File: config.mk
export PLATFORM = sky130hd
export DESIGN_NAME = seg_scan_drv
export DESIGN_NICKNAME = d
export VERILOG_FILES = /design/src/rtl/seg7_pkg.sv /design/src/rtl/seg7_glyph.sv /design/src/rtl/seg_scan_drv.sv
export SDC_FILE = /design/constraint.sdc
export NUM_CORES = 1
export LEC_CHECK = 0
export ABC_AREA = 0
export CAP_MARGIN = 20
export CORE_MARGIN = 2
export CORE_UTILIZATION = 53
export DETAILED_ROUTE_END_ITERATION = 16
export GPL_ROUTABILITY_DRIVEN = 0
export GPL_TIMING_DRIVEN = 0
export MAX_ROUTING_LAYER = met4
export PLACE_DENSITY = 0.78
export SLEW_MARGIN = 25
export SYNTH_ARGS = -nofsm -noshare
export SYNTH_HDL_FRONTEND = slang
export SYNTH_HIERARCHICAL = 1
export SYNTH_SLANG_ARGS = --single-unit
File: constraint.sdc
create_clock -name clk -period 2.9 [get_ports clk]
set_clock_uncertainty 0.2 [all_clocks]
set_input_delay 0.58 -clock clk [delete_from_list [all_inputs] [get_ports clk]]
set_output_delay 0.58 -clock clk [all_outputs]
set_load 0.05 [all_outputs]
File: src/rtl/seg7_pkg.sv
// Shared 7-segment glyph constants for the scan driver.
// Glyphs are active-low and packed as {g,f,e,d,c,b,a}, so bit 0 is segment a.
package seg7_pkg;

    typedef logic [6:0] seg_t;

    localparam int SEG_A_BIT = 0;
    localparam int SEG_B_BIT = 1;
    localparam int SEG_C_BIT = 2;
    localparam int SEG_D_BIT = 3;
    localparam int SEG_E_BIT = 4;
    localparam int SEG_F_BIT = 5;
    localparam int SEG_G_BIT = 6;

    localparam seg_t SEG_0     = 7'b1000000;
    localparam seg_t SEG_1     = 7'b1111001;
    localparam seg_t SEG_2     = 7'b0100100;
    localparam seg_t SEG_3     = 7'b0110000;
    localparam seg_t SEG_4     = 7'b0011001;
    localparam seg_t SEG_5     = 7'b0010010;
    localparam seg_t SEG_6     = 7'b0000010;
    localparam seg_t SEG_7     = 7'b1111000;
    localparam seg_t SEG_8     = 7'b0000000;
    localparam seg_t SEG_9     = 7'b0010000;
    localparam seg_t SEG_A     = 7'b0001000;
    localparam seg_t SEG_B     = 7'b0000011;
    localparam seg_t SEG_C     = 7'b1000110;
    localparam seg_t SEG_D     = 7'b0100001;
    localparam seg_t SEG_E     = 7'b0000110;
    localparam seg_t SEG_F     = 7'b0001110;
    localparam seg_t SEG_ERR   = 7'b0000110;
    localparam seg_t SEG_BLANK = 7'b1111111;

endpackage

File: src/rtl/seg7_glyph.sv
// Nibble to active-low 7-segment glyph; decimal-only mode shows "E" for 10..15.
module seg7_glyph
    import seg7_pkg::*;
(
    input  logic [3:0] i_nibble,
    input  logic       i_hex_mode,
    output seg_t       o_glyph
);

    // Pure lookup; letters only when hex glyphs are enabled.
    always_comb begin
        o_glyph = SEG_ERR;
        case (i_nibble)
            4'h0:    o_glyph = SEG_0;
            4'h1:    o_glyph = SEG_1;
            4'h2:    o_glyph = SEG_2;
            4'h3:    o_glyph = SEG_3;
            4'h4:    o_glyph = SEG_4;
            4'h5:    o_glyph = SEG_5;
            4'h6:    o_glyph = SEG_6;
            4'h7:    o_glyph = SEG_7;
            4'h8:    o_glyph = SEG_8;
            4'h9:    o_glyph = SEG_9;
            4'hA:    o_glyph = i_hex_mode ? SEG_A : SEG_ERR;
            4'hB:    o_glyph = i_hex_mode ? SEG_B : SEG_ERR;
            4'hC:    o_glyph = i_hex_mode ? SEG_C : SEG_ERR;
            4'hD:    o_glyph = i_hex_mode ? SEG_D : SEG_ERR;
            4'hE:    o_glyph = i_hex_mode ? SEG_E : SEG_ERR;
            4'hF:    o_glyph = i_hex_mode ? SEG_F : SEG_ERR;
            default: o_glyph = SEG_ERR;
        endcase
    end

endmodule

File: src/rtl/seg_scan_drv.sv
// Time-multiplexed N-digit 7-segment driver: shadow latch, prescaled digit scan,
// leading-zero blanking and one blank cycle between digits (break-before-make).
module seg_scan_drv
    import seg7_pkg::*;
#(
    parameter int N_DIGITS = 4,
    parameter int SCAN_DIV = 50000,
    parameter int HEX_MODE = 0,
    parameter int LZ_BLANK = 1
) (
    input  logic                    clk,
    input  logic                    rst,
    input  logic                    load,
    input  logic [4*N_DIGITS-1:0]   din,
    input  logic [N_DIGITS-1:0]     dp_in,
    output logic [6:0]              seg,
    output logic                    dp_n,
    output logic [N_DIGITS-1:0]     an,
    output logic                    frame_tick
);

    localparam int                PW       = $clog2(SCAN_DIV);
    localparam int                IW       = (N_DIGITS > 1) ? $clog2(N_DIGITS) : 1;
    localparam logic [PW-1:0]     PRESC_TC = PW'(SCAN_DIV - 1);
    localparam logic [IW-1:0]     IDX_LAST = IW'(N_DIGITS - 1);
    localparam logic              HEX_EN   = 1'(HEX_MODE != 0);
    localparam logic              LZ_EN    = 1'(LZ_BLANK != 0);
    // A single-digit display keeps its anode on permanently; only seg blanks.
    localparam logic [N_DIGITS-1:0] AN_GAP = {N_DIGITS{1'(N_DIGITS != 1)}};

    logic [4*N_DIGITS-1:0] r_shadow;
    logic [N_DIGITS-1:0]   r_dp;
    logic [PW-1:0]         r_presc;
    logic [IW-1:0]         r_idx;
    logic [6:0]            r_seg;
    logic                  r_dp_n;
    logic [N_DIGITS-1:0]   r_an;
    logic                  r_frame;

    logic                  w_tick;
    logic [3:0]            w_nibble;
    logic                  w_dp_bit;
    logic                  w_zero_hi;
    logic                  w_hide;
    logic [N_DIGITS-1:0]   w_an_sel;
    logic [N_DIGITS-1:0]   w_zero_from;
    seg_t                  w_glyph;

    assign w_tick = (r_presc == PRESC_TC);

    // Per digit: is this nibble and every more significant nibble zero?
    always_comb begin
        w_zero_from = '0;
        for (int i = 0; i < N_DIGITS; i++) begin
            w_zero_from[i] = ((r_shadow >> (4 * i)) == '0);
        end
    end

    // Select the current digit's nibble, dp bit and zero flag; AND-OR mux form.
    always_comb begin
        w_nibble  = 4'h0;
        w_dp_bit  = 1'b0;
        w_zero_hi = 1'b0;
        w_an_sel  = '1;
        for (int i = 0; i < N_DIGITS; i++) begin
            w_nibble    = w_nibble | ((r_idx == IW'(i)) ? r_shadow[4*i +: 4] : 4'h0);
            w_dp_bit    = w_dp_bit | ((r_idx == IW'(i)) & r_dp[i]);
            w_zero_hi   = w_zero_hi | ((r_idx == IW'(i)) & w_zero_from[i]);
            w_an_sel[i] = (r_idx != IW'(i));
        end
    end

    assign w_hide = LZ_EN & (r_idx != '0) & w_zero_hi;

    seg7_glyph u_glyph (
        .i_nibble   (w_nibble),
        .i_hex_mode (HEX_EN),
        .o_glyph    (w_glyph)
    );

    // Shadow copy of the display word and decimal points.
    always_ff @(posedge clk) begin
        if (rst) begin
            r_shadow <= '0;
            r_dp     <= '0;
        end else if (load) begin
            r_shadow <= din;
            r_dp     <= dp_in;
        end else begin
            r_shadow <= r_shadow;
            r_dp     <= r_dp;
        end
    end

    // Prescaler and digit index; the index advances on the terminal count.
    always_ff @(posedge clk) begin
        if (rst) begin
            r_presc <= '0;
            r_idx   <= '0;
        end else if (w_tick) begin
            r_presc <= '0;
            r_idx   <= (r_idx == IDX_LAST) ? '0 : r_idx + IW'(1);
        end else begin
            r_presc <= r_presc + PW'(1);
            r_idx   <= r_idx;
        end
    end

    // Output registers: blank for the cycle following a tick, else show the digit.
    always_ff @(posedge clk) begin
        if (rst) begin
            r_seg   <= SEG_BLANK;
            r_dp_n  <= 1'b1;
            r_an    <= '1;
            r_frame <= 1'b0;
        end else if (w_tick) begin
            r_seg   <= SEG_BLANK;
            r_dp_n  <= 1'b1;
            r_an    <= AN_GAP;
            r_frame <= (r_idx == IDX_LAST);
        end else begin
            r_seg   <= w_hide ? SEG_BLANK : w_glyph;
            r_dp_n  <= ~w_dp_bit;
            r_an    <= w_an_sel;
            r_frame <= 1'b0;
        end
    end

    assign seg        = r_seg;
    assign dp_n       = r_dp_n;
    assign an         = r_an;
    assign frame_tick = r_frame;

endmodule
==> run_summary.xml <==
<?xml version="1.0" encoding="UTF-8"?>
<metrics>
  <group name="finish">
    <metric name="flow.area_growth_from_synthesis" unit="%">21.1</metric>
    <metric name="ant_diodes" unit="">0</metric>
    <metric name="finish.cell_count_without_fillers" unit="">344</metric>
    <metric name="finish.utilization" unit="%">66.1</metric>
    <metric name="nets" unit="">319</metric>
    <metric name="final_layout_size_suffix_gt1_share" unit="%">9.93</metric>
  </group>
  <group name="logic_synthesis">
    <metric name="synth_flop_cell" unit="">dfxtp_1</metric>
    <metric name="async_flop_share" unit="%">0</metric>
    <metric name="synth_area_leaders" unit="">dfxtp_1 (44%), mux2i_1 (9.4%), nor2_1 (5.6%), xnor2_1 (4.9%), a22oi_1 (3.2%)</metric>
    <metric name="synth_edf_count" unit="">0</metric>
    <metric name="synth_largest_type_area_fraction" unit="%">43.5</metric>
    <metric name="register_bit_count_reported_by_yosys" unit="">51</metric>
    <metric name="total_of_warnings_raised_by_yosys" unit="">6</metric>
    <metric name="synth.largest_area_cell" unit="">dfxtp_1</metric>
    <metric name="synth_area_per_cell" unit="um2">9.53</metric>
    <metric name="unique_cell_type_count_in_the_yosys_netlist" unit="">45</metric>
    <metric name="sequential_area_share_after_synthesis" unit="%">43.5</metric>
    <metric name="syn_inst" unit="">246</metric>
    <metric name="mappedNetlistArea" unit="um2">2340</metric>
  </group>
  <group name="detailed_routing">
    <metric name="avgViaCountPerCell" unit="">5.44</metric>
    <metric name="detailedRoute.firstIterationViolations" unit="">112</metric>
    <metric name="wl_per_cell" unit="um">13.1</metric>
    <metric name="route.detailed.drc" unit="">0</metric>
    <metric name="wirelength" unit="mm">4.52</metric>
    <metric name="dr_total_vias" unit="">1872</metric>
    <metric name="firstDrtPassIters" unit="">4</metric>
    <metric name="drt.antenna.violating_nets" unit="">0</metric>
  </group>
  <group name="floorplan">
    <metric name="fp.dieArea" unit="um2">4970</metric>
    <metric name="fp.dieW" unit="um">70.5</metric>
    <metric name="rows" unit="">24</metric>
    <metric name="initial_utilization" unit="%">54.6</metric>
    <metric name="die_span_y" unit="um">70.5</metric>
    <metric name="coreArea" unit="um2">4290</metric>
    <metric name="floorplan.io_pins" unit="">36</metric>
  </group>
  <group name="grt">
    <metric name="grt.total_usage" unit="%">20.1</metric>
    <metric name="first_pass_grt_wire_length" unit="mm">7.80</metric>
    <metric name="grt_pass1_vias" unit="">1698</metric>
    <metric name="antenna_found_initial" unit="">0</metric>
    <metric name="grt_residual_overflow" unit="">0</metric>
    <metric name="grt_max_degree" unit="">15</metric>
  </group>
  <group name="critical_path">
    <metric name="reg2reg_slack" unit="ns">0.51</metric>
    <metric name="crit_start" unit="">r_idx[0]$_SDFFE_PP0N_</metric>
    <metric name="rr_worst_depth" unit="">9</metric>
    <metric name="r2r_end" unit="">seg[0]$_SDFF_PP1_</metric>
    <metric name="startpoint_type" unit="">register</metric>
    <metric name="cp.arrival" unit="ns">2.38</metric>
    <metric name="timing.critical_path.fanout_max" unit="">10</metric>
    <metric name="endpoint_kind" unit="">register</metric>
    <metric name="setup.worst_path.class" unit="">register to register</metric>
    <metric name="reg2reg_from" unit="">r_idx[0]$_SDFFE_PP0N_</metric>
    <metric name="critical_path_required" unit="ns">2.90</metric>
  </group>
  <group name="worst_hold_path">
    <metric name="hp-class" unit="">register to register</metric>
    <metric name="hold_path_end" unit="">r_presc[0]$_SDFF_PP0_</metric>
    <metric name="hold_path_startpoint" unit="">r_presc[0]$_SDFF_PP0_</metric>
    <metric name="timing.hold.worst_path_depth" unit="">1</metric>
  </group>
  <group name="clocking">
    <metric name="cts_hold_repair_buffers" unit="">0</metric>
    <metric name="cts_htree_levels" unit="">2</metric>
    <metric name="cts_tree" unit="">done</metric>
    <metric name="postCtsSetupRepairBufs" unit="">0</metric>
    <metric name="root_buffer" unit="">clkbuf_8</metric>
    <metric name="tritoncts_num_sinks" unit="">51</metric>
    <metric name="max-clock-path-buffers" unit="">2</metric>
    <metric name="post_cts_resize_count" unit="">0</metric>
    <metric name="cts.reportedPaths.clkPinSlew" unit="ns">0.09</metric>
    <metric name="insertion_delay" unit="ns">0.30</metric>
    <metric name="numCtsBuffers" unit="">5</metric>
  </group>
  <group name="pwr">
    <metric name="power_per_cell_area" unit="nW/um2">471</metric>
    <metric name="vdd_ir_drop_max" unit="mV">0.337</metric>
    <metric name="p_leak" unit="nW">1.07</metric>
  </group>
  <group name="sta">
    <metric name="rsz0062_at_grt" unit="">no</metric>
    <metric name="maxClockFrequency" unit="MHz">419</metric>
    <metric name="final-setup-viol-count" unit="">0</metric>
    <metric name="final.min_clock_period" unit="ns">2.39</metric>
    <metric name="number_of_max_slew_violations_in_the_final_report" unit="">0</metric>
    <metric name="worst_slew_margin_rel" unit="%">66.8</metric>
    <metric name="timing_worst_slew_pin_value" unit="ns">0.496</metric>
    <metric name="tns" unit="ns">0</metric>
    <metric name="final_critical_path_share_of_the_clock_period" unit="%">82.3</metric>
    <metric name="timing.final.hold_violations" unit="">0</metric>
  </group>
  <group name="flow_run">
    <metric name="timing.max_cap.violations" unit="">0</metric>
  </group>
  <group name="status">
    <metric name="outcome" unit="">completed</metric>
  </group>
  <group name="placement">
    <metric name="dp.cells" unit="">336</metric>
    <metric name="dp_hpwl" unit="mm">3.28</metric>
    <metric name="place.port_buffers" unit="">33</metric>
  </group>
</metrics>
[Yosys cell counts (2+ instances only)]
library cell,count
and3_1,2
and2_1,3
nor2b_1,2
o21ai_0,4
nor4_1,6
or2_1,7
inv_1,7
buf_2,3
ha_1,5
xnor2_1,13
nand4_1,6
nand3_1,6
nor3_1,5
nand3b_1,2
dfxtp_1,51
mux2i_1,22
xor2_1,2
a22oi_1,10
a21oi_1,5
o22ai_1,2
nor2_2,7
nor2_1,35
clkbuf_1,4
a22o_1,2
nand2_1,15
[report_power, final]
group	internal, mW	leakage [nW]	switching [mW]
sequential	0.730	0.419	0.0177
combinational	0.0887	0.613	0.104
clock	0.170	0.0422	0.228
total	0.989	1.07	0.350
[layout make-up]
type / count / area (um2)
inverters: 8 / 30.0
multi-input cells: 182 / 1250
clock buffers: 7 / 76.3
clock inverters: 1 / 5.00
fillers: 366 / 1450
flip-flops and latches: 51 / 1020
plain buffers: 10 / 62.6
repair buffers: 33 / 330
well taps: 52 / 65.1
[flip-flops by register name (all words and copies together) (netlist names)]
name / count
seg: 7
r_dp: 4
r_shadow: 16
dp_n: 1
frame_tick: 1
r_idx: 2
r_presc: 16
an: 4
[per-layer routing]
layer / global-route usage, % / up-vias / wire length, um
li1: - / 933 / -
met1: 27.2 / 872 / 2200
met2: 29.6 / 59 / 2000
met3: 4.91 / 8 / 246
met4: 6.84 / 0 / 76
met5: - / - / 0
[cells by family (layout without fill, tap and decap cells)]
group / Yosys count / in the layout / synth area share, %
buffers and inverters: 18 / 59 / 3.95
XOR/XNOR: 15 / 15 / 5.60
AO/OA/AOI/OAI: 30 / 30 / 10.4
other: 1 / 6 / 0.160
multiplexers: 22 / 22 / 9.39
AND/OR/NAND/NOR: 103 / 103 / 23.9
flip-flops: 51 / 51 / 43.5
adder cells (fa/ha/maj): 6 / 6 / 3.15
[through the flow]
step	worst slack [ns]	power, mW	area (um2)	hold WS, ns
finish	0.514	1.34	2840	0.270
global route	0.306	1.39	2840	0.315
CTS	0.516	1.35	2840	0.279
detailed placement	0.547	0.956	2760	0.258
global placement	0.591	0.952	2760	0.248
floorplan	0.851	0.888	2360	0.229
[cells in the final DEF (no fill, tap or decap), types with 2 or more instances in the layout]
cell             instances
nand3b_1                 2
buf_2                    3
nand2_1                 15
inv_1                    7
and3_1                   2
a21oi_1                  5
o21ai_0                  4
clkbuf_1                 6
dfxtp_1                 51
a22o_1                   2
nand3_1                  6
nor4_1                   6
nand4_1                  6
nor2_1                  35
conb_1                   6
a22oi_1                 10
or2_1                    7
nor3_1                   5
xor2_1                   2
clkdlybuf4s50_1         33
xnor2_1                 13
nor2_2                   7
clkbuf_8                 6
mux2i_1                 22
nor2b_1                  2
and2_1                   3
o22ai_1                  2
ha_1                     5
[worst max-delay path, stage by stage, from the launching register on]
cell and delay [ns]:
dfxtp_1 0.42, ha_1 0.17, clkbuf_1 0.34, a22oi_1 0.16, nand2_1 0.21, clkbuf_8 0.20, o21ai_0 0.07, o221ai_1 0.18
o41ai_1 0.09, or2_1 0.24
[worst max-delay path by stage]
stage / endpoint / slack (ns) / cells past startpoint
after floorplan: seg[3]$_SDFF_PP1_ / 0.85 / 9
after global placement: seg[0]$_SDFF_PP1_ / 0.59 / 9
after detailed placement: seg[0]$_SDFF_PP1_ / 0.55 / 9
after CTS: seg[0]$_SDFF_PP1_ / 0.52 / 9
after global routing: seg[0]$_SDFF_PP1_ / 0.31 / 9
final: seg[0]$_SDFF_PP1_ / 0.51 / 9
(Power assumes the default switching activity.)
==> edit (config.mk and constraints unchanged) <==
Register the output `an` once more; this adds one clock of latency there. The other outputs are not delayed to match.
--- a/src/rtl/seg_scan_drv.sv
+++ b/src/rtl/seg_scan_drv.sv
@@ -130,3 +130,5 @@
     assign dp_n       = r_dp_n;
-    assign an         = r_an;
+    always_ff @(posedge clk) begin
+        an <= r_an;
+    end
     assign frame_tick = r_frame;
Check against the original RTL: not equivalent (Yosys sat finds a counterexample within 4 cycles, from zero or initial values and one cycle with rst high).
==> edit against the unedited design <==
Non-clock buffer count rose by 4. Setup slack lost 0.055 ns. Final area grew 4.3%. Total power grew 18%. First-iteration DRC count increased by 1.8%. Die area up 2.3%. Critical path depth up 1. Sequential cell count increased by 4. Clock power up 47%. Synthesized area rose by 2.5%. Routed wire length shrank 1.7%.
==> edit: results <==
metrics = {
    "status": {
        "run_status": "finished, final reports clean",
    },
    "power": {
        "leakage_uw": 0.00117,
        "switchingPower_uw": 362,
        "vdd_drop_max_uv": 284,
    },
    "worst_setup_path": {
        "crit_start": "r_idx[0]$_SDFFE_PP0N_",
        "slowest_delay_ns": 0.42,
        "rrSetupSlack_ns": 0.46,
        "r2r_cells": 10,
        "arrival_ns": 2.41,
        "cp_slowest_cell": "dfxtp_1",
        "reg2reg_to": "seg[3]$_SDFF_PP1_",
        "crit_fanout": 10,
    },
    "logic_synthesis": {
        "ys_warn_count": 6,
        "ys_types": 46,
        "yosysSeqAreaShare": 0.458,
        "synth_ff_type": "dfxtp_1",
        "synth_area_leaders": "dfxtp_1 46%, mux2i_1 9.2%, nor2_1 6.3%",
        "async_flop_share": 0,
        "synthTopCellsByCount": "55 x dfxtp_1, 40 x nor2_1, 22 x mux2i_1",
    },
    "final_layout": {
        "fin_nets": 328,
        "num_antenna_cells": 0,
        "nFillCells": 364,
        "drive_gt1_frac": 0.0831,
    },
    "clock_network": {
        "numCtsBuffers": 5,
        "cts_setup_buffers": 0,
        "clk_pin_slew_ns": 0.10,
        "root_buffer": "clkbuf_8",
        "post_cts_resized": 0,
        "htreeDepth": 2,
        "clk_latency_ns": 0.31,
        "clockBufferDepth": 2,
    },
    "drt": {
        "drt_wl_total_um": 4450,
        "viasPerCell": 5.28,
        "drc_errors": 0,
        "first_pass_iters": 4,
        "drt_iter0_drc": 114,
    },
    "grt": {
        "grt_max_degree": 18,
        "antenna_found_initial": 0,
        "grt_pass1_wl_um": 7780,
        "track_usage": 0.196,
        "grt_pass1_vias": 1697,
    },
    "hold_path": {
        "min_to": "an[2]$_DFF_P_",
        "min_path_type": "reg2reg",
        "worstHoldStart": "r_an[2]$_SDFF_PP1_",
        "whs_path_depth": 0,
    },
    "placement": {
        "dp_hpwl_um": 3290,
        "port_buffers": 34,
    },
    "sta": {
        "slew_headroom": 0.542,
    },
    "run": {
        "maxCapViolCount": 0,
    },
}
==> edit: metal layers <==
layer / GRT usage / part of all wire / vias to the layer above / wire (um)
li1: - / - / 969 / -
met1: 0.256 / 0.49 / 852 / 2190
met2: 0.299 / 0.46 / 40 / 2060
met3: 0.0464 / 0.035 / 4 / 157
met4: 0.0650 / 0.0081 / 0 / 36
met5: - / 0 / - / 0
==> edit: cell families after synthesis <==
family,count (synthesis),synth area share
compound gates,29,0.0849
xor+xnor,15,0.0547
fa+ha+maj,6,0.0307
buf+inv,19,0.0469
flops,55,0.458
mux,22,0.0917
other cells,1,0.00156
simple gates,107,0.231
==> edit: layout make-up <==
| cell class | instances | area (sq um) | share of cell area |
|---|---|---|---|
| multi-input combinational | 185 | 1210 | 0.408 |
| sequential | 55 | 1100 | 0.372 |
| timing repair buffer | 34 | 340 | 0.115 |
| buffer | 13 | 90.1 | 0.0304 |
| clock buffer | 5 | 68.8 | 0.0232 |
| clock inverter | 3 | 67.6 | 0.0228 |
| tap | 52 | 65.1 | 0.0220 |
| inverter | 6 | 22.5 | 0.00760 |
==> edit: worst max-delay path by stage <==
stage,endpoint,cells after the start,slack (ns)
final,seg[3]$_SDFF_PP1_,10,0.46
after global routing,seg[3]$_SDFF_PP1_,10,0.29
after CTS,seg[3]$_SDFF_PP1_,10,0.48
after detailed placement,seg[3]$_SDFF_PP1_,10,0.51
after global placement,seg[3]$_SDFF_PP1_,10,0.56
after floorplan,seg[3]$_SDFF_PP1_,10,0.82
==> edit: through the flow <==
stage	worst slack [ns]	power (uW)	area (sq um)	cells	hold WS, ns
floorplan	0.825	947	2420	259	0.110
global placement	0.558	1010	2830	345	0.111
detailed placement	0.512	1020	2830	345	0.114
CTS	0.480	1600	2960	353	0.136
global route	0.290	1660	2960	353	0.140
finish	0.460	1580	2960	353	0.134
==> edit: power by group through the flow <==
| stage | logic, uW | clock network [uW] | registers, uW |
|---|---|---|---|
| after global routing | 213 | 635 | 807 |
| after floorplan | 94.3 | 0 | 852 |
| after global placement | 193 | 0 | 821 |
| after CTS | 196 | 599 | 804 |
| final | 195 | 586 | 803 |
| after detailed placement | 195 | 0 | 821 |
==> edit: worst max-delay path: cells and delay by family (launching register included) <==
kind / cells / cell delay [ns]
buffers and inverters: 3 / 0.51
adders and majority gates: 1 / 0.19
xor gates and xnor gates: 1 / 0.14
AOI/OAI and AO/OA: 2 / 0.37
DFF: 1 / 0.42
muxes: 1 / 0.14
and+or+nand+nor: 2 / 0.33
